**config.mk**
```make
export PLATFORM = sky130hd
export DESIGN_NAME = updown_load_counter
export DESIGN_NICKNAME = d
export VERILOG_FILES = /design/src/rtl/updown_load_counter_pkg.sv /design/src/rtl/updown_load_counter.sv
export SDC_FILE = /design/constraint.sdc
export NUM_CORES = 1
export LEC_CHECK = 0
export BUFFER_PORTS_ARGS = -buffer_cell sky130_fd_sc_hd__buf_4
export CAP_MARGIN = 20
export CORE_MARGIN = 2
export CORE_UTILIZATION = 40
export DETAILED_ROUTE_END_ITERATION = 7
export MAX_ROUTING_LAYER = met4
export SLEW_MARGIN = 40
export SYNTH_ARGS = -nofsm -noshare
export SYNTH_HDL_FRONTEND = slang
export SYNTH_SLANG_ARGS = --single-unit
```
**constraint.sdc**
```tcl
create_clock -name i_clk -period 3.3 [get_ports i_clk]
set_input_delay 0.66 -clock i_clk [delete_from_list [all_inputs] [get_ports i_clk]]
set_output_delay 0.66 -clock i_clk [all_outputs]
set_load 0.05 [all_outputs]
```
**src/rtl/updown_load_counter_pkg.sv**
```systemverilog
// Shared widths and the per-cycle operation encoding for the up/down/load counter.
package updown_load_counter_pkg;

  localparam int COUNT_WIDTH_DEFAULT = 16;
  localparam int LOAD_WIDTH_DEFAULT  = 16;

  typedef enum logic [2:0] {
    OP_HOLD,
    OP_CLEAR,
    OP_LOAD,
    OP_UP,
    OP_DOWN
  } counter_op_e;

endpackage

```
**src/rtl/updown_load_counter.sv**
```systemverilog
// Synchronous WIDTH-bit modular counter with clear, parallel load and up/down counting.
// o_overflow pulses for one cycle alongside the wrapped count value.
module updown_load_counter
  import updown_load_counter_pkg::*;
#(
  parameter int WIDTH      = COUNT_WIDTH_DEFAULT,
  parameter int LOAD_WIDTH = LOAD_WIDTH_DEFAULT
) (
  input  logic                  i_clk,
  input  logic                  i_rst,
  input  logic                  i_clr,
  input  logic                  i_en,
  input  logic                  i_load,
  input  logic                  i_down,
  input  logic [LOAD_WIDTH-1:0] i_load_val,
  output logic [WIDTH-1:0]      o_count,
  output logic                  o_overflow
);

  logic [WIDTH-1:0] count_q, count_d;
  logic             overflow_q, overflow_d;
  logic [WIDTH-1:0] loadValSized;
  counter_op_e      op;

  // Wider load values keep their LSBs; narrower ones are zero-extended.
  if (LOAD_WIDTH >= WIDTH) begin : g_load_trunc
    assign loadValSized = i_load_val[WIDTH-1:0];
  end else begin : g_load_ext
    assign loadValSized = {{(WIDTH-LOAD_WIDTH){1'b0}}, i_load_val};
  end

  always_comb begin
    op         = OP_HOLD;
    count_d    = count_q;
    overflow_d = 1'b0;

    if (i_clr)       op = OP_CLEAR;
    else if (i_load) op = OP_LOAD;
    else if (i_en)   op = i_down ? OP_DOWN : OP_UP;

    unique case (op)
      OP_CLEAR: count_d = '0;
      OP_LOAD:  count_d = loadValSized;
      OP_UP: begin
        count_d    = count_q + WIDTH'(1);
        overflow_d = (count_q == '1);
      end
      OP_DOWN: begin
        count_d    = count_q - WIDTH'(1);
        overflow_d = (count_q == '0);
      end
      default: count_d = count_q;
    endcase
  end

  always_ff @(posedge i_clk) begin
    if (i_rst) begin
      count_q    <= '0;
      overflow_q <= 1'b0;
    end else begin
      count_q    <= count_d;
      overflow_q <= overflow_d;
    end
  end

  assign o_count    = count_q;
  assign o_overflow = overflow_q;

endmodule

```
==> flow_metrics.env <==
export IMPL_io_buffers=38
export IMPL_hold_buffers=0
export IMPL_cp_max_fo=13
export IMPL_post_cts_buffers=0
export IMPL_relSlewSlack_pct=61.4
export IMPL_syn_inst=196
export IMPL_route_detailed_drc=0
export IMPL_fin_ws_ns=0.410
export IMPL_tightest_slew_ns=0.575
export IMPL_period_minus_slack_ns=2.89
export IMPL_power_leakage_nw=0.924
export IMPL_max_freq_mhz=346
export IMPL_clockPowerShare_pct=29.9
export IMPL_clkTransAtPathRegs_ns=0.07
export IMPL_synth_nets=233
export IMPL_r2r_cells=6
export IMPL_nFillCells=412
export IMPL_synthToLayoutAreaGrowth_pct=24.0
export IMPL_switching_share_pct=34.2
export IMPL_startpoint_type="input pin"
export IMPL_hold_start="o_count[5]"
export IMPL_power_frac_seq_pct=41.1
export IMPL_holdPathEnd="o_count[5]"
export IMPL_reg2reg_from="o_count[0]"
export IMPL_place_congestion=0.931
export IMPL_min_path_cells=2
export IMPL_wl_per_cell_um=16.9
export IMPL_numCtsBuffers=3
export IMPL_num_antenna_cells=0
export IMPL_clk_insertion_delay_late_ns=0.26
export IMPL_syn_area_per_cell_um2=8.26
export IMPL_cts_tree="done"
export IMPL_antenna_found_initial=0
export IMPL_yosys_cell_types_count=61
export IMPL_h_tree_depth=1
export IMPL_max_cap_viol_count=0
export IMPL_switchingPower_mw=0.189
export IMPL_grt_pass1_wl_um=8180
export IMPL_first_global_vias=1629
export IMPL_synth_warnings=0
export IMPL_skew_ns=0.00338
export IMPL_crit_type="input pin to flop"
export IMPL_dieArea_mm2=0.00457
export IMPL_viasPerCell=5.74
export IMPL_ir_drop_mv=0.149
export IMPL_required_ns=3.44
export IMPL_placed_area_mm2=0.00196
export IMPL_pwr_share_comb_pct=29.0
export IMPL_pin_count=39
export IMPL_grt_ovfl_total=0
export IMPL_rsz0062_at_grt="false"
export IMPL_drive_gt1_share_pct=25.3
export IMPL_p_per_area_mw_per_mm2=275
export IMPL_r2r_end="o_count[10]"
export IMPL_fin_nets=275
export IMPL_chipHeight_um=67.6
export IMPL_dp_hpwl_um=3600
export IMPL_ff2ff_setup_slack_ns=1.30
export IMPL_ys_ff_latch=17
export IMPL_status="complete, no violations"
export IMPL_final_setup_viol_count=0
export IMPL_crit_arrival_ns=3.03
export IMPL_drt_first_pass_iters=4
export IMPL_instances_no_fill=287
export IMPL_final_setup_tns_ns=0
export IMPL_start_util_pct=41.1
export IMPL_pre_cts_ws_ns=0.171
export IMPL_synth_main_ff_cell="dfxtp_1"
export IMPL_worst_setup_path_end_kind="flop"
export IMPL_yosysSeqAreaShare_pct=21.0
export IMPL_grtUsageTotal_pct=24.1
export IMPL_num_rows=23
export IMPL_grt_max_degree=19
export IMPL_slew_violations=0
export IMPL_via_count=1647
export IMPL_cts_root_buf="clkbuf_8"
export IMPL_max_clock_path_buffers=2
export IMPL_synth_edff_count=0
export IMPL_dp_cells=283
export IMPL_core_region_area_mm2=0.00394
export IMPL_finalCritPeriodShare_pct=87.6
export IMPL_synth_area_mm2=0.00162
export IMPL_drt_iter0_drc=88
export IMPL_finalWirelength_um=4850
export IMPL_async_reset_ff_share_pct=0
export IMPL_hold_viol=0
export IMPL_ant_nets=0
export IMPL_ctsResizeCount=0
export IMPL_die_w_um=67.6
export IMPL_p_total_mw=0.553
export IMPL_p_int_mw=0.364
export IMPL_cts_sinks=17
export IMPL_final_area_mm2=0.00201
export IMPL_hp_class="flop to flop"
registers in the layout, summed over array words and instances (netlist names):
signal / cells
o_count: 16
o_overflow: 1
synth_stat cells (all sizes together) (2+ instances only):
| cell | instances | area [µm²] |
|---|---|---|
| inv | 4 | 15.0 |
| buf | 2 | 16.3 |
| o31a | 2 | 17.5 |
| nor4 | 4 | 25.0 |
| nand3 | 5 | 30.0 |
| clkbuf | 4 | 25.0 |
| nor4b | 2 | 32.5 |
| mux2i | 3 | 30.0 |
| and2 | 2 | 13.8 |
| a41oi | 2 | 17.5 |
| a211oi | 4 | 42.5 |
| nand2b | 2 | 12.5 |
| nor3 | 11 | 55.1 |
| o21a | 3 | 22.5 |
| and3 | 9 | 57.6 |
| ha | 14 | 175 |
| dfxtp | 17 | 340 |
| nand2 | 15 | 58.8 |
| xor2 | 5 | 43.8 |
| a21oi | 25 | 140 |
| o211ai | 5 | 52.6 |
| o21ai | 9 | 48.8 |
| nand4 | 7 | 43.8 |
| a21o | 3 | 22.5 |
| xnor2 | 4 | 35.0 |
| o22ai | 2 | 12.5 |
| nor2 | 9 | 33.8 |
kinds of logic after synthesis:
family                   after synthesis  share of synthesized area, %
AND/OR/NAND/NOR                       73                          25.9
AO/OA/AOI/OAI                         69                          30.8
flip-flops                            17                          21.0
adder cells (fa/ha/maj)               15                          12.1
buffers and inverters                 10                          3.48
XOR/XNOR                               9                          4.87
multiplexers                           3                          1.85
metal layers:
metal / wire length, µm / up-vias / track usage (%)
met1: 2530 / 741 / 35.3
li1: - / 851 / -
met5: 0 / - / -
met4: 29 / 0 / 4.34
met2: 2010 / 51 / 35.4
met3: 281 / 4 / 3.17
layout by cell type (no fill, tap or decap), drive strengths merged, types with 3 or more instances in the layout:
| cell | count |
|---|---|
| a21o | 3 |
| nor3 | 11 |
| nand2 | 15 |
| nand4 | 7 |
| inv | 4 |
| clkbuf | 4 |
| mux2i | 3 |
| nor2 | 9 |
| xnor2 | 4 |
| o211ai | 5 |
| a211oi | 4 |
| o21ai | 9 |
| ha | 14 |
| o21a | 3 |
| nand3 | 5 |
| and3 | 9 |
| a21oi | 25 |
| buf | 43 |
| nor4 | 4 |
| xor2 | 5 |
| dfxtp | 17 |
cell type report:
cell class	instances	area, µm²	share of cell area [%]
inverters	4	15.0	0.748
flip-flops and latches	17	340	16.9
well taps	50	62.6	3.12
repair buffers	43	323	16.1
clock buffers	4	45.0	2.24
multi-input cells	169	1220	60.9
power groups by stage:
stage	registers (mW)	clock network (mW)	logic, mW
2_1_floorplan	0.257	0	0.0782
3_3_place_gp	0.232	0	0.159
3_5_place_dp	0.232	0	0.159
4_1_cts	0.227	0.170	0.160
5_1_grt	0.229	0.180	0.175
6_report	0.227	0.165	0.160
worst max-delay path, stage by stage:
cell and delay (ns):
buf_4 0.11, and2b_2 0.25, and3b_1 0.54, ha_1 0.40
a21o_1 0.23, a31o_1 0.23, a311oi_1 0.34, a211o_1 0.18
o211ai_1 0.08
worst max path at each step:
stage / start / end / slack [ns] / cells after the start
3_5_place_dp: i_load / o_count[14] / 0.17 / 9
3_3_place_gp: i_load / o_count[13] / 0.18 / 9
6_report: i_load / o_count[14] / 0.41 / 9
2_1_floorplan: i_load / o_count[14] / 0.35 / 9
5_1_grt: i_load / o_count[14] / 0.21 / 9
4_1_cts: i_load / o_count[14] / 0.43 / 9
through the flow:
| step | hold WS, ns | utilization, % |
|---|---|---|
| after detailed placement | 0.583 | 49.8 |
| after global routing | 0.645 | 50.9 |
| final | 0.595 | 50.9 |
| after global placement | 0.585 | 49.8 |
| after CTS | 0.595 | 50.9 |
| after floorplan | 0.779 | - |
Power figures use the tool's default switching activity.
